## src/rtl/hog_pixel_unpacker.sv

```systemverilog
// Unpacks WORD_WIDTH packed pixel words into a byte-serial, frame-bounded pixel stream (lane 0 first).
// Optional stall counter enabled by defining HOG_UNPACK_STALL_CNT_EN.
module hog_pixel_unpacker #(
  parameter int DATA_WIDTH = 8,
  parameter int WORD_WIDTH = 32,
  parameter int IMG_WIDTH  = 64,
  parameter int IMG_HEIGHT = 128
) (
  input  logic                                        clk,
  input  logic                                        rst,
  input  logic                                        start,
  input  logic [WORD_WIDTH-1:0]                       in_word,
  input  logic                                        in_valid,
  output logic                                        in_ready,
  output logic [DATA_WIDTH-1:0]                       out_pixel,
  output logic                                        out_valid,
  input  logic                                        out_ready,
  output logic                                        out_eol,
  output logic                                        busy,
  output logic                                        frame_done,
  output logic [$clog2(IMG_WIDTH*IMG_HEIGHT+1)-1:0]   pixel_count,
  output logic [31:0]                                 stall_count
);

  localparam int LANES  = WORD_WIDTH / DATA_WIDTH;
  localparam int TOTAL  = IMG_WIDTH * IMG_HEIGHT;
  localparam int CNT_W  = $clog2(TOTAL + 1);
  localparam int LANE_W = (LANES > 1) ? $clog2(LANES) : 1;
  localparam int COL_W  = (IMG_WIDTH > 1) ? $clog2(IMG_WIDTH) : 1;
  localparam int ROW_W  = (IMG_HEIGHT > 1) ? $clog2(IMG_HEIGHT) : 1;

  localparam logic [LANE_W-1:0] LANE_LAST = LANE_W'(LANES - 1);
  localparam logic [COL_W-1:0]  COL_LAST  = COL_W'(IMG_WIDTH - 1);
  localparam logic [CNT_W-1:0]  PIX_LAST  = CNT_W'(TOTAL - 1);

  typedef enum logic [1:0] {
    IDLE   = 2'd0,
    LOAD   = 2'd1,
    STREAM = 2'd2,
    DONE   = 2'd3
  } state_e;

  state_e                state_q, state_d;
  logic [WORD_WIDTH-1:0] buf_q, buf_d;
  logic [LANE_W-1:0]     lane_q, lane_d;
  logic [COL_W-1:0]      col_q, col_d;
  logic [ROW_W-1:0]      row_q, row_d;
  logic [CNT_W-1:0]      cnt_q, cnt_d;

  logic                  out_valid_s;
  logic                  in_ready_s;
  logic                  last_pix_s;
  logic                  last_lane_s;

  assign out_valid_s = (state_q == STREAM);
  assign last_pix_s  = (cnt_q == PIX_LAST);
  assign last_lane_s = (lane_q == LANE_LAST);
  // Refill on the edge the last lane leaves, but never past the final pixel of the frame.
  assign in_ready_s  = (state_q == LOAD) ||
                       (out_valid_s && last_lane_s && out_ready && !last_pix_s);

  assign in_ready    = in_ready_s;
  assign out_valid   = out_valid_s;
  assign out_pixel   = out_valid_s ? buf_q[DATA_WIDTH*int'(lane_q) +: DATA_WIDTH] : {DATA_WIDTH{1'b0}};
  assign out_eol     = out_valid_s && (col_q == COL_LAST);
  assign busy        = (state_q == LOAD) || (state_q == STREAM);
  assign frame_done  = (state_q == DONE);
  assign pixel_count = cnt_q;

  // State, buffer and position registers
  always_ff @(posedge clk) begin
    if (!rst) begin
      state_q <= IDLE;
      buf_q   <= '0;
      lane_q  <= '0;
      col_q   <= '0;
      row_q   <= '0;
      cnt_q   <= '0;
    end else begin
      state_q <= state_d;
      buf_q   <= buf_d;
      lane_q  <= lane_d;
      col_q   <= col_d;
      row_q   <= row_d;
      cnt_q   <= cnt_d;
    end
  end

  // Next-state and datapath update
  always_comb begin
    state_d = state_q;
    buf_d   = buf_q;
    lane_d  = lane_q;
    col_d   = col_q;
    row_d   = row_q;
    cnt_d   = cnt_q;
    case (state_q)
      IDLE: begin
        if (start) begin
          state_d = LOAD;
          cnt_d   = '0;
          col_d   = '0;
          row_d   = '0;
        end else begin
          state_d = IDLE;
        end
      end
      LOAD: begin
        if (in_valid) begin
          buf_d   = in_word;
          lane_d  = '0;
          state_d = STREAM;
        end else begin
          state_d = LOAD;
        end
      end
      STREAM: begin
        if (out_ready) begin
          cnt_d = cnt_q + CNT_W'(1);
          if (col_q == COL_LAST) begin
            col_d = '0;
            row_d = row_q + ROW_W'(1);
          end else begin
            col_d = col_q + COL_W'(1);
          end
          if (last_pix_s) begin
            state_d = DONE;
          end else if (last_lane_s) begin
            if (in_valid) begin
              buf_d  = in_word;
              lane_d = '0;
            end else begin
              state_d = LOAD;
            end
          end else begin
            lane_d = lane_q + LANE_W'(1);
          end
        end else begin
          state_d = STREAM;
        end
      end
      DONE: begin
        state_d = IDLE;
      end
      default: begin
        state_d = IDLE;
      end
    endcase
  end

`ifdef HOG_UNPACK_STALL_CNT_EN
  logic [31:0] stall_q, stall_d;

  // Saturating count of cycles the downstream back-pressures a valid pixel
  always_comb begin
    stall_d = stall_q;
    if ((state_q == IDLE) && start) begin
      stall_d = 32'd0;
    end else if (out_valid_s && !out_ready && (stall_q != 32'hFFFF_FFFF)) begin
      stall_d = stall_q + 32'd1;
    end else begin
      stall_d = stall_q;
    end
  end

  // Stall counter register
  always_ff @(posedge clk) begin
    if (!rst) begin
      stall_q <= 32'd0;
    end else begin
      stall_q <= stall_d;
    end
  end

  assign stall_count = stall_q;
`else
  assign stall_count = 32'd0;
`endif

endmodule

```

## config.mk

```make
export PLATFORM = sky130hd
export DESIGN_NAME = hog_pixel_unpacker
export DESIGN_NICKNAME = d
export VERILOG_FILES = /design/src/rtl/hog_pixel_unpacker.sv
export SDC_FILE = /design/constraint.sdc
export NUM_CORES = 1
export LEC_CHECK = 0
export CAP_MARGIN = 20
export CORE_MARGIN = 3
export CORE_UTILIZATION = 45
export CTS_BUF_LIST = sky130_fd_sc_hd__clkbuf_4
export CTS_CLUSTER_DIAMETER = 100
export DETAILED_ROUTE_END_ITERATION = 12
export PLACE_DENSITY = 0.76
export SLEW_MARGIN = 30
export SYNTH_ARGS = -nofsm -noshare
export SYNTH_HDL_FRONTEND = slang
export SYNTH_SLANG_ARGS = --single-unit
```

## constraint.sdc

```tcl
create_clock -name clk -period 4.4 [get_ports clk]
set_input_delay 0.66 -clock clk [delete_from_list [all_inputs] [get_ports clk]]
set_output_delay 0.66 -clock clk [all_outputs]
set_load 0.02 [all_outputs]
```

==> results of run 1 <==
[layout by cell type (no fill, tap or decap), types with 10 or more instances in the layout]
master                            count
sky130_fd_sc_hd__conb_1              32
sky130_fd_sc_hd__dfxtp_1             56
sky130_fd_sc_hd__o21ai_2             33
sky130_fd_sc_hd__clkdlybuf4s50_1     62
sky130_fd_sc_hd__nor2_1              17
sky130_fd_sc_hd__xor2_1              10
sky130_fd_sc_hd__nand2_1             44
sky130_fd_sc_hd__nand3_2             28
sky130_fd_sc_hd__nand3_1             11
sky130_fd_sc_hd__and2_1              11
[flip-flops by register name, summed over array words and instances (netlist names)]
signal	flops
buf_q	32
pixel_count	14
col_q	6
lane_q	2
state_q	2
[worst max-delay path by stage]
| stage | depth (start not counted) | to | slack [ns] |
|---|---|---|---|
| after global placement | 5 | in_ready | 1.48 |
| after detailed placement | 5 | in_ready | 1.47 |
| after floorplan | 5 | in_ready | 2.23 |
| final | 5 | out_eol | 1.03 |
| after global routing | 5 | out_eol | 0.86 |
| after CTS | 5 | out_eol | 1.03 |
[cell families (layout without fill, tap and decap cells)]
| group | count (synthesis) | count (layout) | synth area share |
|---|---|---|---|
| xor gates and xnor gates | 14 | 14 | 0.0371 |
| other | 1 | 32 | 0.00114 |
| muxes | 11 | 11 | 0.0641 |
| buffers and inverters | 57 | 78 | 0.131 |
| DFF | 56 | 56 | 0.340 |
| AOI/OAI and AO/OA | 55 | 55 | 0.141 |
| and+or+nand+nor | 142 | 142 | 0.259 |
| adders and majority gates | 7 | 7 | 0.0265 |
[per-layer routing]
| layer | wire length [um] | up-vias | track usage |
|---|---|---|---|
| li1 | - | 1220 | - |
| met1 | 2750 | 1139 | 0.190 |
| met2 | 3470 | 79 | 0.294 |
| met3 | 378 | 9 | 0.0320 |
| met4 | 89 | 0 | 0.0427 |
| met5 | 0 | - | 0 |
[metrics by stage]
step	total power, mW	cell area [um^2]	hold WS, ns
after floorplan	0.672	3420	0.436
after global placement	0.694	3770	0.444
after detailed placement	0.696	3770	0.447
after CTS	0.985	3850	0.469
after global routing	1.02	3860	0.491
final	0.978	3860	0.468
[power groups by stage]
stage	logic (mW)	clock network [mW]	registers (mW)
3_5_place_dp	0.155	0	0.541
3_3_place_gp	0.154	0	0.540
6_report	0.156	0.291	0.530
2_1_floorplan	0.133	0	0.538
4_1_cts	0.156	0.298	0.530
5_1_grt	0.170	0.317	0.532
[tightest hold or removal path, stage by stage (launching register included)]
cell and delay, ns:
sky130_fd_sc_hd__dfxtp_1 0.34, sky130_fd_sc_hd__nand2_1 0.06, sky130_fd_sc_hd__o21ai_2 0.04
[final cells by class]
class,count,area (um^2),share of cell area
clock inverters,3,47.5,0.0123
inverters,4,15.0,0.00389
flip-flops and latches,56,1120,0.291
well taps,96,120,0.0311
clock buffers,5,37.5,0.00973
multi-input cells,261,1860,0.483
repair buffers,66,652,0.169
==> parameters.txt, run 1 <==
Parameter                              Value

Run status
  Result of the run    completed

Logic synthesis
  Predominant post-synthesis flop cell    sky130_fd_sc_hd__dfxtp_1
  Post-synth top area cell    sky130_fd_sc_hd__dfxtp_1
  Most frequent cells after synthesis    sky130_fd_sc_hd__dfxtp_1, sky130_fd_sc_hd__nand2_1, sky130_fd_sc_hd__buf_4, sky130_fd_sc_hd__o21ai_2, sky130_fd_sc_hd__nand3_2
  Portion of the post-synthesis area used by sequential elements    0.340
  Count of mapped cells out of synthesis    343
  Leading post-synthesis cells by cell area    sky130_fd_sc_hd__dfxtp_1, sky130_fd_sc_hd__o21ai_2, sky130_fd_sc_hd__nand3_2
  Proportion of netlist area held by the largest area contributor    0.340
  Number of enable flip-flop cells after synthesis    0
  Yosys warns    0
  Netlist area before placement    0.00330 mm^2
  Netlist cell types    46
  Mean instance size in the synthesized netlist    9.62 um^2
  Synth async-reset ratio    0
  Count leader, synth    sky130_fd_sc_hd__dfxtp_1
  Flops & latches, synth    56

Cells and area
  Fraction of final layout cells with drive strength greater than 1    0.235
  Final core utilization    0.555
  Area overhead of the layout relative to synthesis    16.9%
  Fill cell total of the finished layout    641
  Number of standard cells in the layout, taps in and fillers out    491
  # diodes    0
  Net total in the final layout    438

Worst setup path
  Crit start category    register
  Crit path from    state_q[0]
  Cell occurring most often along the worst timing path    sky130_fd_sc_hd__inv_1
  Delay of the slowest cell on the worst path    0.67 ns
  Critical path data required time    3.74 ns
  Register-to-register path setup slack    1.79 ns
  Cell type group with the largest total delay on the critical path    buffers and inverters
  CP max FO    19
  Start-to-end type of the worst setup path    register to primary output
  Worst-path cell with the longest stage delay    sky130_fd_sc_hd__clkdlybuf4s50_1
  Count of buffering cells on the critical path with inverters included    3
  Reg2Reg Launch Point    state_q[0]
  Worst setup EP type    primary output
  RR Endpoint    buf_q[9]
  Worst r2r path cells    8
  Ordered cell list for the critical path    inv_1, ha_1, inv_1, nor3_1, clkdlybuf4s50_1
  Arrival time at the worst endpoint    2.71 ns

CTS
  Clock latency of the later-clocked register in the worst-skew pair    0.39 ns
  CTS hold repair buffers    0
  CTS H-tree lvls    2
  Number of buffers between clock root and the deepest sink    2
  PostCTS Resize Cnt    0
  Clock transition at path regs    0.17 ns
  CTS tree    built
  TritonCTS Sinks    56
  Post-CTS Setup Inserts    0
  Clock tree root driver cell    sky130_fd_sc_hd__clkbuf_4
  Number of buffers created by CTS    5

Global route
  Initial antenna violation count    0
  Number of global-route vias before repair    2349
  First-pass GRT wire length    11000 um
  Pin count of the biggest net entering global routing    65
  Global routing usage summed across all routing layers    0.161
  Total overflow reported by the global router    0

Min path
  Classification of the worst-slack hold path    register to register
  Worst hold path depth    2
  Start point of the worst hold path    buf_q[12]
  Worst Hold End    buf_q[12]

Timing
  Slew at the pin with the worst max-slew slack    0.891 ns
  Final-report setup violation count    0
  Worst relative slew slack    0.406
  Final Max Slew Viols    0
  Final worst slack    1.03 ns
  Setup clock skew after layout    0.0132 ns
  Post-Route Setup TNS    0 ns
  Count of endpoints failing hold in the final timing report    0
  Period Utilization, post-route    0.766
  Minimum clock period after layout    3.37 ns
  Maximum frequency from static timing analysis    0.297 GHz
  Unrepaired setup endpoints after global routing    false

Die
  Die outline height    91.6 um
  Number of standard-cell rows in the floorplan    30
  Effective utilization at floorplan    0.475
  Floorplan die area    0.00840 mm^2
  Num ports    96
  Area of the placeable core    0.00694 mm^2
  Die Span X    91.6 um

Power and ir drop
  Sequential share of power    0.542
  Switch share    0.279
  Proportion of power drawn by combinational gates    0.160
  Power density over the cells    253 mW/mm^2
  Leak Pwr    1.39 nW
  Maximum vdd ir drop    0.158 mV
  Clock share of power    0.298
  NetSw    0.273 mW
  Power Internal    0.705 mW

Placement
  Count of port buffers added during placement    63
  Half-perimeter wire length after placement    4850 um
  Cell total after placement    483
  Final estimated routing congestion in global placement    0.831
  Placement-stage worst setup slack    1.47 ns

Routing
  Final wirelength    6680 um
  Average wire per standard cell    13.6 um
  Vias post-DR    2447
  Detailed-route vias per instance    4.98
  Total iterations of the first detailed-routing run    4
  Post-route ant nets    0
  DRC violations left    0
  Drt initial violations    90

Job
  Total of max-cap violations    0
(Power assumes the default switching activity.)
==> run 2, diff against run 1 <==
clock period = 3.4 ns   (was 4.4 ns; I/O delays follow)
==> run 2 against run 1 <==
Compared with the run above: global-route usage fell by 0.090 points; sequential cell count did not move; die area did not move; sequential share of layout area fell by 0.14 points; critical path type unchanged; critical endpoint is now out_pixel[5]; largest power group unchanged.
==> parameters.txt, run 2 (synthesis gave the netlist of run 1 again) <==
Parameter                              Value

Run status
  Result of the run    completed

Global route
  Pin count of the biggest net entering global routing    57 (-12%)
  Most congested layer reported by global routing    met2
  Initial antenna violation count    0 (unchanged)
  Global routing usage summed across all routing layers    0.160 (-0.000896)
  Number of global-route vias before repair    2336 (-0.55%)
  First-pass GRT wire length    10900 um (-0.63%)
  Routing usage on met2    0.285 (-0.00913)
  Fraction of met1 tracks used by global routing    0.194 (+0.00350)
  Met3 Track Usage GR    0.0328 (+0.000820)
  Total overflow reported by the global router    0 (unchanged)

Placement
  Cell total after placement    486 (+0.62%)
  Half-perimeter wire length after placement    4960 um (+2.1%)
  Final estimated routing congestion in global placement    0.888 (+6.8%)
  Count of port buffers added during placement    63 (unchanged)

Timing
  Worst relative slew slack    0.566 (+0.160)
  Minimum clock period after layout    2.95 ns
  Maximum frequency from static timing analysis    0.339 GHz
  Final Max Slew Viols    0 (unchanged)
  Unrepaired setup endpoints after global routing    false
  Final-report setup violation count    0 (unchanged)
  Setup clock skew after layout    0.0158 ns (+0.00263 ns)
  Period Utilization, post-route    0.866
  Slew at the pin with the worst max-slew slack    0.651 ns (-0.240 ns)
  Count of endpoints failing hold in the final timing report    0 (unchanged)
  Post-Route Setup TNS    0 ns (unchanged)

Worst setup path
  CP max FO    10 (-9)
  Start-to-end type of the worst setup path    register to primary output
  Crit start category    register
  Arrival time at the worst endpoint    2.44 ns (-0.27 ns)
  Critical path data required time    2.89 ns (-0.85 ns)
  Worst setup EP type    primary output

Die
  Effective utilization at floorplan    0.475 (unchanged)
  Floorplan die area    0.00840 mm^2 (unchanged)
  Number of standard-cell rows in the floorplan    30 (unchanged)
  Area of the placeable core    0.00694 mm^2 (unchanged)
  Num ports    96 (unchanged)
  Die Span X    91.6 um (unchanged)
  Die outline height    91.6 um (unchanged)

Min path
  Classification of the worst-slack hold path    register to register

CTS
  CTS tree    built
  CTS H-tree lvls    2 (unchanged)
  Post-CTS Setup Inserts    0 (unchanged)
  Clock transition at path regs    0.17 ns (about the same)
  Number of buffers created by CTS    5 (unchanged)
  Number of buffers between clock root and the deepest sink    2 (unchanged)
  CTS hold repair buffers    0 (unchanged)
  Clock tree root driver cell    sky130_fd_sc_hd__clkbuf_4
  TritonCTS Sinks    56 (unchanged)
  Clock latency of the later-clocked register in the worst-skew pair    0.39 ns (about the same)
  PostCTS Resize Cnt    0 (unchanged)

Routing
  Detailed-route vias per instance    4.95 (-0.65%)
  Drt initial violations    60 (-33%)
  Total iterations of the first detailed-routing run    5 (+1)
  Final wirelength    6560 um (-1.8%)
  Vias post-DR    2446 (-0.041%)
  Average wire per standard cell    13.3 um (-2.4%)
  Post-route ant nets    0 (unchanged)
  DRC violations left    0 (unchanged)

Power and ir drop
  Maximum vdd ir drop    0.159 mV (+0.46%)
  Leak Pwr    1.41 nW (+0.84%)
  Power density over the cells    309 mW/mm^2 (+22%)

Cells and area
  Max FFs per register    32 (unchanged)
  Net total in the final layout    441 (+0.68%)
  Most common cell after layout, fill and taps aside    sky130_fd_sc_hd__clkdlybuf4s50_1
  Number of standard cells in the layout, taps in and fillers out    494 (+0.61%)
  Fraction of final layout cells with drive strength greater than 1    0.241 (+0.00576)
  Area overhead of the layout relative to synthesis    17.4%
  # diodes    0 (unchanged)
  Commonest cells after routing, fill and taps aside    sky130_fd_sc_hd__clkdlybuf4s50_1, sky130_fd_sc_hd__dfxtp_1, sky130_fd_sc_hd__nand2_1, sky130_fd_sc_hd__o21ai_2, sky130_fd_sc_hd__conb_1
  Largest reg by FF count    buf_q

Job
  Total of max-cap violations    0 (unchanged)
run 2: worst paths after layout:
| check | startpoint | to | slack, ns | cells past startpoint |
|---|---|---|---|---|
| setup / recovery | lane_q[1] | out_pixel[5] | 0.45 | 3 |
| hold / removal | buf_q[10] | buf_q[10] | 0.47 | 2 |
| setup reg to reg | lane_q[1] | buf_q[11] | 0.93 | 7 |
| hold reg to reg | buf_q[10] | buf_q[10] | 0.47 | 2 |
run 2: critical path, cell delays in order (launching register included):
cell and delay, ns:
sky130_fd_sc_hd__dfxtp_1 0.75, sky130_fd_sc_hd__mux4_2 0.57, sky130_fd_sc_hd__and2_1 0.18, sky130_fd_sc_hd__clkdlybuf4s50_1 0.54
run 2: power by group:
group	switching, mW	leakage, nW	internal (mW)
Combinational	0.125	0.916	0.0838
Sequential	0.0105	0.453	0.676
Clock	0.220	0.0356	0.0841
Total	0.356	1.41	0.844
run 2: area by class of cell:
cell class / count / area, um^2
Fill cell: 635 / 3070
Tap cell: 96 / 120
Sequential cell: 56 / 1120
Clock buffer: 5 / 37.5
Timing Repair Buffer: 69 / 696
Multi-Input combinational cell: 261 / 1860
Inverter: 4 / 15.0
Clock inverter: 3 / 22.5
run 2: metrics by stage:
| stage | hold WS, ns | power (mW) | util | area (um^2) | setup WS (ns) |
|---|---|---|---|---|---|
| finish | 0.468 | 1.20 | 0.558 | 3880 | 0.454 |
| global placement | 0.444 | 0.906 | 0.550 | 3820 | 0.780 |
| CTS | 0.471 | 1.21 | 0.558 | 3880 | 0.399 |
| floorplan | 0.436 | 0.869 | - | 3420 | 1.38 |
| global route | 0.487 | 1.26 | 0.558 | 3880 | 0.277 |
| detailed placement | 0.448 | 0.909 | 0.550 | 3820 | 0.765 |
run 2: layer usage:
| metal | vias up | part of all wire |
|---|---|---|
| met5 | - | 0 |
| met4 | 0 | 0.012 |
| met3 | 7 | 0.062 |
| met2 | 75 | 0.49 |
| met1 | 1137 | 0.43 |
| li1 | 1227 | - |
==> run 3, diff against run 2 <==
PLACE_DENSITY = 0.79   (was 0.76)
clock period = 2.4 ns   (was 3.4 ns; I/O delays follow)
==> run 3 against run 2 <==
Compared with the run above: routed wire length increased by 3.2%; clock power increased by 39%; global-route usage increased by 0.22 points; sequential power increased by 41%; worst hold slack got worse by 0.098 ns; cell count increased by 2.2%; non-clock buffer count increased by 11; critical path depth increased by 1; clock skew decreased by 0.0049 ns; final area increased by 2.5%; combinational power increased by 44%; sequential cell count unchanged.
==> parameters.txt, run 3 (synthesis gave the netlist of run 1 again) <==
Parameter                              Value

Run status
  Result of the run    completed

Cells and area
  Net total in the final layout    452 (+2.5%)
  Layout Cell Area excl Fill    0.00397 mm^2 (+2.5%)
  Final core utilization    0.572 (+0.0137)
  Fraction of final layout cells with drive strength greater than 1    0.274 (+0.0326)
  Largest reg by FF count    buf_q
  Most common cell after layout, fill and taps aside    sky130_fd_sc_hd__dfxtp_1
  Commonest cells after routing, fill and taps aside    sky130_fd_sc_hd__dfxtp_1, sky130_fd_sc_hd__clkdlybuf4s50_1, sky130_fd_sc_hd__nand2_1, sky130_fd_sc_hd__o21ai_2, sky130_fd_sc_hd__conb_1
  Max FFs per register    32 (unchanged)
  Area overhead of the layout relative to synthesis    20.3%
  # diodes    0 (unchanged)

Routing
  Post-route ant nets    0 (unchanged)
  Total iterations of the first detailed-routing run    4 (-1)
  DRC violations left    0 (unchanged)
  Drt initial violations    63 (+5.0%)
  Vias post-DR    2523 (+3.1%)
  Average wire per standard cell    13.4 um (+0.92%)
  Detailed-route vias per instance    5.00 (+0.90%)
  Final wirelength    6770 um (+3.2%)

Placement
  Placed inst area    0.00390 mm^2 (+2.1%)
  Half-perimeter wire length after placement    5080 um (+2.6%)
  Placement-stage worst setup slack    0.0716 ns (-0.694 ns)
  Count of port buffers added during placement    63 (unchanged)
  Final estimated routing congestion in global placement    0.897 (+1.0%)

Worst setup path
  Start-to-end type of the worst setup path    register to primary output
  Worst-path cell with the longest stage delay    sky130_fd_sc_hd__mux4_2
  Ordered cell list for the critical path    buf_6, mux4_2, and2_1, dlygate4sd2_1
  Critical path data required time    2.04 ns (-0.85 ns)
  CP max FO    9 (-1)
  Arrival time at the worst endpoint    1.92 ns (-0.52 ns)
  Worst setup EP type    primary output
  Crit start category    register
  Delay of the slowest cell on the worst path    0.51 ns (-0.24 ns)

Die
  Effective utilization at floorplan    0.475 (unchanged)
  Area of the placeable core    0.00694 mm^2 (unchanged)
  Num ports    96 (unchanged)
  Number of standard-cell rows in the floorplan    30 (unchanged)
  Floorplan die area    0.00840 mm^2 (unchanged)
  Die outline height    91.6 um (unchanged)
  Die Span X    91.6 um (unchanged)

Timing
  Final-report setup violation count    0 (unchanged)
  Final Max Slew Viols    0 (unchanged)
  Post-Route Setup TNS    0 ns (unchanged)
  Maximum frequency from static timing analysis    0.439 GHz
  Count of endpoints failing hold in the final timing report    0 (unchanged)
  Unrepaired setup endpoints after global routing    false
  Minimum clock period after layout    2.28 ns
  Setup clock skew after layout    0.0109 ns (-0.00494 ns)
  Final worst slack    0.121 ns (-0.333 ns)
  Period Utilization, post-route    0.950

CTS
  TritonCTS Sinks    56 (unchanged)
  CTS H-tree lvls    2 (unchanged)
  Clock latency of the later-clocked register in the worst-skew pair    0.37 ns (-0.02 ns)
  Clock tree root driver cell    sky130_fd_sc_hd__clkbuf_4
  CTS tree    built
  Number of buffers created by CTS    5 (unchanged)
  CTS hold repair buffers    0 (unchanged)
  Clock transition at path regs    0.16 ns (about the same)
  Number of buffers between clock root and the deepest sink    2 (unchanged)

Global route
  Global routing usage summed across all routing layers    0.162 (+0.00223)
  Initial antenna violation count    0 (unchanged)
  Pin count of the biggest net entering global routing    72 (+26%)
  First-pass GRT wire length    11100 um (+2.0%)
  Number of global-route vias before repair    2380 (+1.9%)
  Total overflow reported by the global router    0 (unchanged)

Job
  Total of max-cap violations    0 (unchanged)

Power and ir drop
  Leak Pwr    1.51 nW (+7.1%)
  Power density over the cells    427 mW/mm^2 (+38%)
  Maximum vdd ir drop    0.238 mV (+50%)

Min path
  Classification of the worst-slack hold path    input port to register
run 3: area by class of cell:
class                           count  area, um^2
Fill cell                         644        2970
Tap cell                           96         120
Clock inverter                      2        16.3
Sequential cell                    56        1130
Inverter                            4        15.0
Clock buffer                        6        45.0
Timing Repair Buffer               80         778
Multi-Input combinational cell    261        1870
run 3: worst paths after layout:
check                           cells after the start        from  slack, ns      endpoint
worst max-delay path                                4   lane_q[1]       0.12  out_pixel[4]
worst max register to register                      8  state_q[0]       0.33      col_q[4]
worst min-delay path                                2         rst       0.37    state_q[0]
worst min register to register                      2   buf_q[17]       0.47     buf_q[17]
run 3: stage by stage:
stage	total power, mW	std cells	hold slack, ns
after floorplan	1.23	374	0.436
after global placement	1.29	495	0.444
after detailed placement	1.29	495	0.451
after CTS	1.72	503	0.343
after global routing	1.79	505	0.334
final	1.69	505	0.370
run 3: what timing repair did:
action	CTS	global route
endpoints found under the setup margin	10	8
setup buffers	0	2
gates cloned	0	0
resized for setup	14	5
pin swaps	0	1
run 3: report_power, final:
| part | leakage, nW | switching, mW | internal, mW |
|---|---|---|---|
| registers | 0.455 | 0.0141 | 0.955 |
| logic | 1.02 | 0.178 | 0.122 |
| clock network | 0.0319 | 0.297 | 0.129 |
run 3: worst max-delay path: cells and delay by family (launching register included):
| kind | cells | cell delay (ns) |
|---|---|---|
| buffers and inverters | 2 | 0.49 |
| DFF | 1 | 0.37 |
| muxes | 1 | 0.51 |
| and+or+nand+nor | 1 | 0.18 |
run 3: routing by layer:
layer / vias to the layer above / share of wire / GRT usage
li1: 1249 / - / -
met1: 1174 / 0.42 / 0.206
met2: 90 / 0.50 / 0.276
met3: 10 / 0.066 / 0.0353
met4: 0 / 0.013 / 0.0465
met5: - / 0 / 0
